--- src/rtl/spi_pkg.sv ---
`default_nettype none
// ============================================================================
//  Module      : spi_pkg
//  Description : Shared types, defaults and helpers for the SPI shift register.
//  Revision    : 1.0 - initial release
// ============================================================================
package spi_pkg;

    // Default word length for the shift register and its bus interface
    localparam int c_DATA_WIDTH = 8;

    // Shift-register control states
    typedef enum logic [1:0] {
        ST_IDLE   = 2'd0,
        ST_ACTIVE = 2'd1,
        ST_DONE   = 2'd2
    } state_t;

    // Map a running bit count onto a word bit position for the chosen order
    function automatic logic [15:0] bit_index(input logic [15:0] cnt,
                                              input logic        lsbfe,
                                              input logic [15:0] width);
        return lsbfe ? cnt : (width - 16'd1 - cnt);
    endfunction

endpackage : spi_pkg
`default_nettype wire

--- src/rtl/spi_shift_register_if.sv ---
`default_nettype none
// ============================================================================
//  Module      : spi_shift_register_if
//  Description : Bus bundle between the SPI control/baud logic (master side)
//                and the serialiser/deserialiser (slave side).
//  Revision    : 1.0 - initial release
// ============================================================================
interface spi_shift_register_if
    import spi_pkg::*;
#(
    parameter int DATA_WIDTH = c_DATA_WIDTH
);
    logic                  ss_i;
    logic                  send_data_i;
    logic                  lsbfe_i;
    logic                  cpol_i;
    logic                  cpha_i;
    logic [DATA_WIDTH-1:0] data_mosi_i;
    logic                  miso_i;
    logic                  mosi_send_sclk_i;
    logic                  mosi_send_sclk0_i;
    logic                  miso_receive_sclk_i;
    logic                  miso_receive_sclk0_i;
    logic                  mosi_o;
    logic [DATA_WIDTH-1:0] data_miso_o;
    logic                  busy_o;
    logic                  done_o;

    modport master (
        output ss_i, send_data_i, lsbfe_i, cpol_i, cpha_i, data_mosi_i, miso_i,
        output mosi_send_sclk_i, mosi_send_sclk0_i,
        output miso_receive_sclk_i, miso_receive_sclk0_i,
        input  mosi_o, data_miso_o, busy_o, done_o
    );

    modport slave (
        input  ss_i, send_data_i, lsbfe_i, cpol_i, cpha_i, data_mosi_i, miso_i,
        input  mosi_send_sclk_i, mosi_send_sclk0_i,
        input  miso_receive_sclk_i, miso_receive_sclk0_i,
        output mosi_o, data_miso_o, busy_o, done_o
    );

endinterface : spi_shift_register_if
`default_nettype wire

--- src/rtl/spi_bit_counter.sv ---
`default_nettype none
// ============================================================================
//  Module      : spi_bit_counter
//  Description : Bit counter with synchronous clear, count enable and a flag
//                raised while the count equals TERMINAL.
//  Revision    : 1.0 - initial release
// ============================================================================
module spi_bit_counter #(
    parameter int CNT_W    = 4,
    parameter int TERMINAL = 8
) (
    input  wire logic             PCLK,
    input  wire logic             PRESET_n,
    input  wire logic             i_clr,
    input  wire logic             i_en,
    output      logic [CNT_W-1:0] o_cnt,
    output      logic             o_term
);

    localparam logic [CNT_W-1:0] c_TERM = CNT_W'(TERMINAL);

    logic [CNT_W-1:0] r_cnt;

    // Clear wins over enable so an abort and a flag in the same cycle restart at zero
    always_ff @(posedge PCLK or negedge PRESET_n) begin
        if (!PRESET_n) begin
            r_cnt <= '0;
        end else if (i_clr) begin
            r_cnt <= '0;
        end else if (i_en) begin
            r_cnt <= r_cnt + CNT_W'(1);
        end
    end

    assign o_cnt  = r_cnt;
    assign o_term = (r_cnt == c_TERM);

endmodule : spi_bit_counter
`default_nettype wire

--- src/rtl/spi_shift_register.sv ---
`default_nettype none
// ============================================================================
//  Module      : spi_shift_register
//  Description : Serialises one word onto MOSI and deserialises MISO, driven by
//                the baud generator's edge flags, for all CPOL/CPHA modes and
//                either bit order. Pulses done_o on word completion.
//  Revision    : 1.0 - initial release
// ============================================================================
module spi_shift_register
    import spi_pkg::*;
#(
    parameter int DATA_WIDTH = c_DATA_WIDTH,
    parameter int CNT_W      = 4
) (
    input  wire logic           PCLK,
    input  wire logic           PRESET_n,
    spi_shift_register_if.slave bus
);

    localparam int IDX_W = (DATA_WIDTH > 1) ? $clog2(DATA_WIDTH) : 1;

    state_t                r_state;
    logic                  r_lsbfe;
    logic                  r_cpol;
    logic                  r_cpha;
    logic [DATA_WIDTH-1:0] r_tx_word;
    logic [DATA_WIDTH-1:0] r_rx_word;
    logic                  r_mosi;
    logic [DATA_WIDTH-1:0] r_data_miso;
    logic                  r_busy;
    logic                  r_done;

    logic                  w_sel;
    logic                  w_send_flag;
    logic                  w_recv_flag;
    logic                  w_start;
    logic                  w_abort;
    logic                  w_tx_fire;
    logic                  w_rx_fire;
    logic                  w_cnt_clr;
    logic [CNT_W-1:0]      w_tx_cnt;
    logic [CNT_W-1:0]      w_rx_cnt;
    logic                  w_tx_term;
    logic                  w_rx_term;
    logic [IDX_W-1:0]      w_tx_idx;
    logic [IDX_W-1:0]      w_rx_idx;
    logic [DATA_WIDTH-1:0] w_rx_next;

    // Modes 1 and 2 act on the sclk0 flags; the latched mode is used so that
    // mode pins changing mid-word cannot switch flag sets
    assign w_sel       = r_cpol ^ r_cpha;
    assign w_send_flag = w_sel ? bus.mosi_send_sclk0_i    : bus.mosi_send_sclk_i;
    assign w_recv_flag = w_sel ? bus.miso_receive_sclk0_i : bus.miso_receive_sclk_i;

    assign w_start   = (r_state == ST_IDLE)   &&  bus.send_data_i && !bus.ss_i;
    assign w_abort   = (r_state == ST_ACTIVE) &&  bus.ss_i;
    assign w_tx_fire = (r_state == ST_ACTIVE) && !bus.ss_i && w_send_flag && !w_tx_term;
    assign w_rx_fire = (r_state == ST_ACTIVE) && !bus.ss_i && w_recv_flag;
    assign w_cnt_clr = w_start || w_abort;

    spi_bit_counter #(
        .CNT_W    (CNT_W),
        .TERMINAL (DATA_WIDTH)
    ) u_tx_cnt (
        .PCLK     (PCLK),
        .PRESET_n (PRESET_n),
        .i_clr    (w_cnt_clr),
        .i_en     (w_tx_fire),
        .o_cnt    (w_tx_cnt),
        .o_term   (w_tx_term)
    );

    // Terminal at the last bit position: the flag that samples it finishes the word
    spi_bit_counter #(
        .CNT_W    (CNT_W),
        .TERMINAL (DATA_WIDTH - 1)
    ) u_rx_cnt (
        .PCLK     (PCLK),
        .PRESET_n (PRESET_n),
        .i_clr    (w_cnt_clr),
        .i_en     (w_rx_fire),
        .o_cnt    (w_rx_cnt),
        .o_term   (w_rx_term)
    );

    assign w_tx_idx = IDX_W'(bit_index(16'(w_tx_cnt), r_lsbfe, 16'(DATA_WIDTH)));
    assign w_rx_idx = IDX_W'(bit_index(16'(w_rx_cnt), r_lsbfe, 16'(DATA_WIDTH)));

    // Receive word including the bit sampled this cycle, so the final bit
    // reaches data_miso_o on the same edge that completes the word
    always_comb begin
        w_rx_next           = r_rx_word;
        w_rx_next[w_rx_idx] = bus.miso_i;
    end

    // Control FSM with registered outputs and the tx/rx word registers
    always_ff @(posedge PCLK or negedge PRESET_n) begin
        if (!PRESET_n) begin
            r_state     <= ST_IDLE;
            r_lsbfe     <= 1'b0;
            r_cpol      <= 1'b0;
            r_cpha      <= 1'b0;
            r_tx_word   <= '0;
            r_rx_word   <= '0;
            r_mosi      <= 1'b0;
            r_data_miso <= '0;
            r_busy      <= 1'b0;
            r_done      <= 1'b0;
        end else begin
            r_done <= 1'b0;
            case (r_state)
                ST_IDLE: begin
                    r_busy <= 1'b0;
                    if (w_start) begin
                        r_tx_word <= bus.data_mosi_i;
                        r_lsbfe   <= bus.lsbfe_i;
                        r_cpol    <= bus.cpol_i;
                        r_cpha    <= bus.cpha_i;
                        r_rx_word <= '0;
                        r_busy    <= 1'b1;
                        r_state   <= ST_ACTIVE;
                    end
                end
                ST_ACTIVE: begin
                    if (w_abort) begin
                        r_mosi  <= 1'b0;
                        r_busy  <= 1'b0;
                        r_state <= ST_IDLE;
                    end else begin
                        if (w_tx_fire) begin
                            r_mosi <= r_tx_word[w_tx_idx];
                        end
                        if (w_rx_fire) begin
                            r_rx_word <= w_rx_next;
                            if (w_rx_term) begin
                                r_data_miso <= w_rx_next;
                                r_busy      <= 1'b0;
                                r_done      <= 1'b1;
                                r_state     <= ST_DONE;
                            end
                        end
                    end
                end
                ST_DONE: begin
                    r_busy  <= 1'b0;
                    r_state <= ST_IDLE;
                end
                default: begin
                    r_busy  <= 1'b0;
                    r_state <= ST_IDLE;
                end
            endcase
        end
    end

    assign bus.mosi_o      = r_mosi;
    assign bus.data_miso_o = r_data_miso;
    assign bus.busy_o      = r_busy;
    assign bus.done_o      = r_done;

endmodule : spi_shift_register
`default_nettype wire
--- src/flat_wrapper.sv ---
// flat-port wrapper written by rule: the top's interface ports become plain ports
module spi_shift_register_flat import spi_pkg::*;
#(
    parameter int DATA_WIDTH = c_DATA_WIDTH,
    parameter int CNT_W      = 4
)
  (PCLK, PRESET_n, bus_ss_i, bus_send_data_i, bus_lsbfe_i, bus_cpol_i, bus_cpha_i, bus_data_mosi_i, bus_miso_i, bus_mosi_send_sclk_i, bus_mosi_send_sclk0_i, bus_miso_receive_sclk_i, bus_miso_receive_sclk0_i, bus_mosi_o, bus_data_miso_o, bus_busy_o, bus_done_o);
  spi_shift_register_if #(.DATA_WIDTH(DATA_WIDTH)) bus_i ();
  input  wire logic PCLK;
  input  wire logic PRESET_n;
  input wire logic [$bits(bus_i.ss_i)-1:0] bus_ss_i;
  input wire logic [$bits(bus_i.send_data_i)-1:0] bus_send_data_i;
  input wire logic [$bits(bus_i.lsbfe_i)-1:0] bus_lsbfe_i;
  input wire logic [$bits(bus_i.cpol_i)-1:0] bus_cpol_i;
  input wire logic [$bits(bus_i.cpha_i)-1:0] bus_cpha_i;
  input wire logic [$bits(bus_i.data_mosi_i)-1:0] bus_data_mosi_i;
  input wire logic [$bits(bus_i.miso_i)-1:0] bus_miso_i;
  input wire logic [$bits(bus_i.mosi_send_sclk_i)-1:0] bus_mosi_send_sclk_i;
  input wire logic [$bits(bus_i.mosi_send_sclk0_i)-1:0] bus_mosi_send_sclk0_i;
  input wire logic [$bits(bus_i.miso_receive_sclk_i)-1:0] bus_miso_receive_sclk_i;
  input wire logic [$bits(bus_i.miso_receive_sclk0_i)-1:0] bus_miso_receive_sclk0_i;
  output wire logic [$bits(bus_i.mosi_o)-1:0] bus_mosi_o;
  output wire logic [$bits(bus_i.data_miso_o)-1:0] bus_data_miso_o;
  output wire logic [$bits(bus_i.busy_o)-1:0] bus_busy_o;
  output wire logic [$bits(bus_i.done_o)-1:0] bus_done_o;
  assign bus_i.ss_i = bus_ss_i;
  assign bus_i.send_data_i = bus_send_data_i;
  assign bus_i.lsbfe_i = bus_lsbfe_i;
  assign bus_i.cpol_i = bus_cpol_i;
  assign bus_i.cpha_i = bus_cpha_i;
  assign bus_i.data_mosi_i = bus_data_mosi_i;
  assign bus_i.miso_i = bus_miso_i;
  assign bus_i.mosi_send_sclk_i = bus_mosi_send_sclk_i;
  assign bus_i.mosi_send_sclk0_i = bus_mosi_send_sclk0_i;
  assign bus_i.miso_receive_sclk_i = bus_miso_receive_sclk_i;
  assign bus_i.miso_receive_sclk0_i = bus_miso_receive_sclk0_i;
  assign bus_mosi_o = bus_i.mosi_o;
  assign bus_data_miso_o = bus_i.data_miso_o;
  assign bus_busy_o = bus_i.busy_o;
  assign bus_done_o = bus_i.done_o;
  spi_shift_register #(.DATA_WIDTH(DATA_WIDTH), .CNT_W(CNT_W)) u_core (.PCLK(PCLK), .PRESET_n(PRESET_n), .bus(bus_i));
endmodule
--- config.mk ---
export PLATFORM = sky130hd
export DESIGN_NAME = spi_shift_register_flat
export DESIGN_NICKNAME = d
export VERILOG_FILES = /design/src/rtl/spi_pkg.sv /design/src/rtl/spi_shift_register_if.sv /design/src/rtl/spi_bit_counter.sv /design/src/rtl/spi_shift_register.sv /design/src/flat_wrapper.sv
export SDC_FILE = /design/constraint.sdc
export NUM_CORES = 1
export LEC_CHECK = 0
export CAP_MARGIN = 20
export CORE_MARGIN = 1
export CORE_UTILIZATION = 30
export DETAILED_ROUTE_END_ITERATION = 7
export HOLD_SLACK_MARGIN = 0.05
export SYNTH_ARGS = -nofsm -noshare
export SYNTH_HDL_FRONTEND = slang
export SYNTH_SLANG_ARGS = --single-unit
export TNS_END_PERCENT = 5
--- constraint.sdc ---
create_clock -name PCLK -period 2.55 [get_ports PCLK]
set_clock_uncertainty 0.15 [all_clocks]
set_input_delay 0.255 -clock PCLK [delete_from_list [all_inputs] [get_ports PCLK]]
set_output_delay 0.255 -clock PCLK [all_outputs]
set_load 0.01 [all_outputs]
[Word-level counts from Yosys, hierarchy flattened]
Cells that the tools add are included.
W data, S select, Z words.
Word-level totals
  flip-flop bits (word level): 40
  input bits: 20
  output and inout bits: 11
  logic and storage cells: 84
Operators by class
  add/sub/neg operators: 4
  $lt $le $gt $ge: 3
  equality and inequality tests: 8
  muxes and demuxes: 33
  bitwise logic cells: 2
  reductions and logical operators: 22
Operator list (count)
  $mux W8: 3
  $mux W4: 4
  $pmux W8 S2: 1
  $mux W1: 14
  $add A4 B1 Y4 const B: 2
  $bwmux W8: 1
  $logic_and A1 B1 Y1: 8
  $lt A3 B4 Y1 const B: 2
  $mux W2: 4
  $reduce_and A4 Y1: 2
  $reduce_bool A2 Y1: 4
  $mux W3: 2
  $ne A3 B2 Y1 const B: 2
  $reduce_and A2 Y1: 3
  $sub A3 B3 Y3 const A: 2
  $eq A4 B3 Y1 const B: 1
  $eq A4 B4 Y1 const B: 1
  $ne A2 B2 Y1 const B: 2
  $pmux W2 S2: 1
  $bmux W1 S3: 1
  $demux W1 S3: 1
  $ge A3 B1 Y1 const B: 1
  $reduce_and A3 Y1: 1
  $eq A2 B1 Y1 const B: 1
  other kinds (7): 8

[Logic depth before layout (Yosys ltp)]
  depth in word-level cells: 10
  depth in mapped cells: 7
  mapped depth without buffers: 6

[Cells and area by module]
A second synthesis with hierarchy kept.
Second synthesis, totals
  cells, all modules: 247
  area, all modules: 2333.5 um2
Modules (own cells, without submodules)
  spi_shift_register: times used 1, cells each 208, area an instance 1913.1 um2, seq. area each 800.8 um2
  spi_bit_counter at u_core.u_tx_cnt: times used 1, cells each 21, area an instance 220.2 um2, seq. area each 100.1 um2
  spi_bit_counter at u_core.u_rx_cnt: times used 1, cells each 18, area an instance 200.2 um2, seq. area each 100.1 um2

[Worst setup path before layout]
Ideal clock, no wire load.
  path type: register -> register
  start: register u_core.r_state[1]
  end: register u_core.r_rx_word[0]
  setup time: 125 ps
  data arrival time: 1660 ps
  data required time: 2275 ps
  path slack: 616 ps
  cell stages (with the launch flop): 5
  path buffers: 1
  period minus slack after synthesis: 1934 ps
  path through: dfrtp_1 -> or3b_1 -> clkbuf_1 -> nor2_2 -> mux2_2
Between the ends
  longest elaborated chain between the ends: 5
  elaborated cells between the ends (all ways): 13
  those cells by class: eq/ne (4); mux (1); reduce/logical (8)
RTL lines
  start, declared: line spi_shift_register.sv:22  | state_t r_state;
  start signal, assigned: line spi_shift_register.sv:99  | r_state <= ST_IDLE;
  start signal, assigned: line spi_shift_register.sv:121  | r_state <= ST_ACTIVE;
  start signal, assigned: line spi_shift_register.sv:128  | r_state <= ST_IDLE;
  $eq A2 B1 Y1 / $logic_not A2 Y1 (equally long branches)
  $logic_and A1 B1 Y1, on equally long branches (2 in a row): line spi_shift_register.sv:58, spi_shift_register.sv:55
  $ne A2 B2 Y1 (no source line) / $ne A2 B1 Y1 (equally long branches)
  $reduce_and A4 Y1 (no source line)
  end signal, assigned: line spi_shift_register.sv:134  | r_rx_word <= w_rx_next;
  end, declared: line spi_shift_register.sv:27  | logic [DATA_WIDTH-1:0] r_rx_word;
Several ways; a longest one is shown, not always the timed one.
A chain may end at the register's enable or synchronous reset.

[Worst setup path in the final report]
  start: register u_core.r_lsbfe
  end: register u_core.r_rx_word[1]
Between the ends
  longest elaborated chain between the ends: 9
  elaborated cells between the ends (all ways): 10
  those cells by class: order compare (2); mux (7); reduce/logical (1)
RTL lines
  start, declared: line spi_shift_register.sv:23  | logic r_lsbfe;
  start signal, assigned: line spi_shift_register.sv:116  | r_lsbfe <= bus.lsbfe_i;
  $mux W3 *: line spi_pkg.sv:23  | return lsbfe ? cnt : (width - 16'd1 - cnt);
  $lt A3 B4 Y1 (implied by the code) / $ge A3 B1 Y1 (equally long branches): line spi_shift_register.sv:93  | w_rx_next[w_rx_idx] = bus.miso_i;
  $logic_and A1 B1 Y1 (implied by the code): line spi_shift_register.sv:93
  $mux W1 (implied by the code): line spi_shift_register.sv:93
  $demux W1 S3 *
  $bwmux W8 *: line spi_shift_register.sv:93
  $mux W8 *: line spi_shift_register.sv:133  | if (w_rx_fire) begin
  $mux W8 *: line spi_shift_register.sv:125  | if (w_abort) begin
  $pmux W8 S2 *: line spi_shift_register.sv:111  | case (r_state)
Every way passes the cells marked *; elsewhere a longest branch is shown, timed or not. The select of a mux whose other input is x is not followed.

==> run summary <==
• 0.259 — proportion of power drawn by combinational gates
• 1170 uW — design internal power
• 29 — largest fanout of any net on the critical path
• sky130_fd_sc_hd__dfrtp_1 — most used flip-flop cell after synthesis
• 290 — number of nets at the end of the flow
• 0.441 — share of synthesized area occupied by flip-flops and latches
• 0.327 ns — worst hold margin
• no — setup repair after global routing missed its margin
• 0.29 ns — later-pin clock latency in the skew report
• sky130_fd_sc_hd__nand2_1 (41), sky130_fd_sc_hd__dfrtp_1 (40), sky130_fd_sc_hd__clkdlybuf4s50_1 (29) — most frequent cells in the layout
• 517 uW — P_sw
• 40 — number of synthesized register bits
• 12.9 um — final routed wire length divided by cell count
• 143 — DRT iter0 DRCs
• 2.12 ns — post-layout minimum cycle time
• 259 — Net Count, Synth
• 9.62 um2 — mean post-synth cell area
• sky130_fd_sc_hd__clkbuf_8 — cell at the root of the clock tree
• 472 MHz — maximum achievable frequency
• flip-flop — crit end category
• 0.269 — relative contribution of the clock network to total power
• 0 — number of antenna cells inserted
• 31 — num rows
• 2.57 ns — critical path required time
• 4730 um — final wirelength
• 3300 um — HPWL Detailed
• 0.830 — final period utilization
• 1000 um2 — Storage cell area
• built — clock tree from TritonCTS
• 0.913 ns — transition at the pin with the smallest max-transition slack
• 602 nW/um2 — total power per unit cell area
• 0.00120 uW — Pleak
• 2.14 ns — data arrival at the endpoint of the critical path
• 0.703 — GPL Wtd Cong
• 1772 — via total after detailed routing
• flip-flop to flip-flop — worst setup path class
• 2 — H-tree depth
• 0 — max capacitance violation total
• 0 — number of flops mapped to enable cells by yosys
• 0.306 — Switching Fraction
• 0 — final max-slew violation count
• 0 — remaining global-route overflow
• 0 — number of warning messages in the yosys log
• 45 — count of unique library cells instantiated by Yosys
• 0 — Resize count post-CTS
• 7290 um2 — area of the core
• 30 — IO Port Bufs
• 0.311 — starting utilization of the core area
• 0.473 — sequential share of power
• flip-flop to flip-flop — Tightest Hold Check Type
• 1.00 — async set or reset register ratio after synthesis
• 0.135 — Overall Global Routing Usage
• 236 — Post-Syn Instances
• 0 — Setup violations, final
• 41 — largest net degree at the start of global routing
• 4.84 — average vias per placed instance
• sky130_fd_sc_hd__nand2_1 — most frequent standard cell in the layout excluding fill and tap cells
• 0.384 — Core Util, Final
• 0 — count of final hold-check violations
• finished clean — run status
• 2 — maximum root-to-sink buffer count
• 1755 — vias in the first global route
• 0 — number of antenna violations at the first check in global routing
• 0 ns — Setup TNS
• 5 — Num CTS Buffers
• 1180 um2 — multi-input combinational cell area
• 40 — clock net sink count
• 8190 um — global-route wire length before repair
• 4 — detailed-router iteration count before antenna repair
• 89.0 um — horizontal die dimension
• flip-flop — launching element type of the critical path
• 0.392 — normalized max-slew margin
• 89.0 um — height of the die
• 183 uV — Max rail drop VDD
• 31 — io pins
• 0.08 ns — post-CTS clock slew at the launch and capture registers of the worst setup and hold paths
• 7920 um2 — area of the die
• 2270 um2 — Syn Std Cell Area
• 0 — setup fix buffers added after clock tree synthesis
• 0 — ANT nets after route
• 764 — fill cell total of the finished layout
• 0.172 — fraction of final layout cells sized beyond drive strength 1
• 23.4% — area added between synthesis and finish
• 0 — number of remaining DRC errors
==> flip-flops by register name (all words and copies together) (netlist names) <==
name / cells
u_core.r_rx_word: 8
u_core.u_rx_cnt.o_cnt: 4
u_core.u_tx_cnt.o_cnt: 4
u_core.r_tx_word: 8
u_core.bus.busy_o: 1
u_core.r_cpha: 1
u_core.bus.data_miso_o: 8
u_core.bus.done_o: 1
u_core.r_cpol: 1
u_core.r_lsbfe: 1
u_core.r_state: 2
u_core.bus.mosi_o: 1
==> routing by layer <==
layer	vias to the layer above	track usage	part of all wire
met5	-	0	0
met4	0	0.0433	0.015
met3	6	0.0268	0.026
met2	23	0.217	0.44
met1	847	0.182	0.52
li1	896	-	-
==> area by class of cell <==
type,instances,share of cell area
well taps,99,0.0442
clock buffers,7,0.0344
multi-input cells,171,0.420
flip-flops and latches,40,0.357
inverters,10,0.0134
repair buffers,39,0.130
==> worst paths after layout <==
kind / slack, ns / start / end / cells after the start
min: 0.33 / u_core.u_rx_cnt.o_cnt[3]$_DFFE_PN0P_ / u_core.u_rx_cnt.o_cnt[3]$_DFFE_PN0P_ / 1
max: 0.43 / u_core.r_lsbfe$_DFFE_PN0P_ / u_core.r_rx_word[1]$_DFFE_PN0P_ / 4
max in group asynchronous: 1.19 / PRESET_n / u_core.bus.data_miso_o[3]$_DFFE_PN0P_ / 2
min reg2reg: 0.33 / u_core.u_rx_cnt.o_cnt[3]$_DFFE_PN0P_ / u_core.u_rx_cnt.o_cnt[3]$_DFFE_PN0P_ / 1
min in group asynchronous: 0.49 / PRESET_n / u_core.bus.data_miso_o[5]$_DFFE_PN0P_ / 2
max reg2reg: 0.43 / u_core.r_lsbfe$_DFFE_PN0P_ / u_core.r_rx_word[1]$_DFFE_PN0P_ / 4
==> metrics by stage <==
step	worst slack [ns]	std cells	power (uW)	area, um2
after floorplan	0.616	236	1100	2270
after global placement	0.291	358	1230	2700
after detailed placement	0.260	358	1250	2700
after CTS	0.443	366	1700	2800
after global routing	0.272	366	1800	2800
final	0.432	366	1690	2800
==> power by group through the flow <==
stage,clock network [uW],registers (uW),logic [uW]
2_1_floorplan,0,762,336
3_5_place_dp,0,808,437
4_1_cts,466,795,440
5_1_grt,492,810,495
6_report,453,797,436
3_3_place_gp,0,804,429
==> Yosys cell counts (all sizes together), types with 2 or more instances <==
master,count,area (um2)
nand2,41,154
or3,2,12.5
clkbuf,10,37.5
nand3,3,15.0
nand2b,2,12.5
buf,5,23.8
a31oi,2,12.5
o21ai,16,80.1
nor3,4,31.3
dfrtp,40,1000
or3b,3,26.3
nor2b,3,18.8
ha,3,37.5
nor3b,3,22.5
nor4bb,2,20.0
nor4b,4,35.0
and2,5,31.3
mux2,15,169
a21oi,6,30.0
inv,10,37.5
o221a,6,67.6
nand3b,3,22.5
mux2i,13,130
mux4,2,45.0
nor2,18,70.1
==> cells by family (layout without fill, tap and decap cells) <==
family	Yosys count	count (layout)	synth area share
AND/OR/NAND/NOR	98	98	0.225
flip-flops	40	40	0.441
AO/OA/AOI/OAI	39	39	0.118
multiplexers	30	30	0.152
buffers and inverters	25	56	0.0435
adder cells (fa/ha/maj)	3	3	0.0165
XOR/XNOR	1	1	0.00386
==> critical path, cell delays in order (launching register included) <==
cell,delay [ns]
sky130_fd_sc_hd__dfrtp_1,0.86
sky130_fd_sc_hd__nor4bb_1,0.37
sky130_fd_sc_hd__nor2_1,0.09
sky130_fd_sc_hd__o221a_2,0.26
sky130_fd_sc_hd__mux2_2,0.26
==> repair_timing <==
action,CTS,global route
hold buffers,1,0
hold endpoints to repair,40,0
setup endpoints to repair,0,0
(Power assumes the default switching activity.)
==> edit (config.mk and constraints unchanged) <==
The 3 states of `state_t` get a one-hot encoding in 3 bits.
--- a/src/rtl/spi_pkg.sv
+++ b/src/rtl/spi_pkg.sv
@@ -10,10 +10,10 @@
     localparam int c_DATA_WIDTH = 8;
 
     // Shift-register control states
-    typedef enum logic [1:0] {
-        ST_IDLE   = 2'd0,
-        ST_ACTIVE = 2'd1,
-        ST_DONE   = 2'd2
+    typedef enum logic [2:0] {
+        ST_IDLE   = 3'b001,
+        ST_ACTIVE = 3'b010,
+        ST_DONE   = 3'b100
     } state_t;
 
     // Map a running bit count onto a word bit position for the chosen order
Function: no difference found for any inputs over 10 cycles, from zero or initial values and one cycle with PRESET_n low; not proved beyond that.
==> edit against the unedited design <==
- combinational power decreased by 23%
- worst setup slack got worse by 0.068 ns
- area after synthesis increased by 6.7%
- routed wire length increased by 7.3%
- worst hold slack got worse by 0.00058 ns
- critical path depth unchanged
- clock power increased by 41%
- sequential cell count increased by 1
- total power increased by 3.1%
- sequential power decreased by 3.9%
- die area increased by 6.6%
- cell area increased by 8.2%
- critical path type unchanged
- synthesized cell count decreased by 2.1%
==> edit: results <==
metrics = {
    "drt": {
        "wl_met2_um": 2300,
        "post_drt_wl_per_cell_um": 13.7,
        "top_layer": "met4",
        "wl_met1_um": 2520,
        "vias": 1860,
        "drt_iter0_drc": 150,
        "wirelength_um": 5080,
        "wl_met3_um": 191,
    },
    "power_and_ir_drop": {
        "leakagePower_nw": 1.26,
        "pg_clk_mw": 0.638,
        "comb_power_mw": 0.334,
        "switching_share_pct": 26.6,
        "intPower_mw": 1.28,
        "vdd_drop_max_mv": 0.229,
    },
    "placed_design": {
        "dp_slack_ns": 0.0872,
        "place_area_mm2": 0.00288,
        "dp_cells": 361,
        "io_buffers": 30,
        "gp_congestion": 0.783,
        "place_hpwl_um": 3620,
    },
    "final_layout": {
        "layout-drive-gt1-share_pct": 17.5,
        "ff_latch_area_mm2": 0.00103,
        "nFillCells": 781,
        "fin_nets": 290,
    },
    "critical_path": {
        "r2r_slack_ns": 0.36,
        "crit_path_max_incr_delay_ns": 0.63,
        "crit_end": "u_core.u_tx_cnt.o_cnt[3]$_DFFE_PN0P_",
        "cp_top_family": "simple AND/OR/NAND/NOR gates",
        "critPathMaxFanout": 9,
        "cpMaxStageDelayCell": "or4b_1",
        "crit_arrival_ns": 2.26,
        "reg2reg_from": "u_core.r_state[2]$_DFFE_PN0P_",
    },
    "global_routing": {
        "grt_pass1_wl_um": 8480,
        "grt_use_met3_pct": 2.57,
        "grt_start_max_net_pins": 42,
        "met1_usage_pct": 17.2,
        "grt_pass1_vias": 1750,
        "use_met2_pct": 19.9,
        "gr-usage-all-layers_pct": 12.7,
    },
    "outcome": {
        "status": "finished, final reports clean",
    },
    "timing": {
        "worst_slew_pin_slew_ns": 0.904,
        "timing.hold.ws_ns": 0.327,
        "fmax_mhz": 458,
    },
    "yosys": {
        "ys_top_cells_by_count": "40 x dfrtp_1, 20 x mux2i_1, 18 x mux2_2",
        "yosysWarnings": 0,
        "ys_top_cells_by_area": "dfrtp_1 41%, mux2_2 8.4%, mux2i_1 8.3%",
        "yosysUniqueCellTypes": 48,
        "synth_fp_nets": 254,
        "ys_seq_area_share_pct": 42.4,
        "syn_avg_cell_area_um2": 10.5,
        "async_flop_share_pct": 100,
    },
    "clock_tree": {
        "cts_made_buffers": 5,
        "cts_root_buffer": "clkbuf_8",
        "cts_resized": 0,
    },
    "worst_hold_path": {
        "hold_path_class": "flip-flop to flip-flop",
        "whs_path_depth": 1,
    },
}
==> edit: cell types whose count changed after synthesis, moves of 3 or more <==
cell / unedited run / this run
and2_1: 5 / 0
buf_2: 4 / 1
o211a_1: 0 / 6
o21ai_0: 15 / 12
mux2_2: 15 / 18
inv_1: 10 / 15
o221a_2: 6 / 0
o211ai_1: 1 / 7
nand2_1: 41 / 11
o2111ai_1: 0 / 8
mux2i_1: 13 / 20
==> edit: cells by family (layout without fill, tap and decap cells) <==
kind of cell               after synthesis  in the layout  synth area share [%]
AOI/OAI and AO/OA                       50             50                  15.3
xor gates and xnor gates                 1              1                 0.361
muxes                                   40             40                  18.5
buffers and inverters                   29             66                  5.01
adders and majority gates                3              3                  1.55
DFF                                     41             41                  42.4
and+or+nand+nor                         67             67                  16.9
==> edit: layout make-up <==
type | count | area share, %
clock buffer | 5 | 2.27
clock inverter | 3 | 2.27
inverter | 15 | 1.86
multi-input combinational | 161 | 42.1
sequential | 41 | 33.9
tap | 102 | 4.21
timing repair buffer | 43 | 13.5
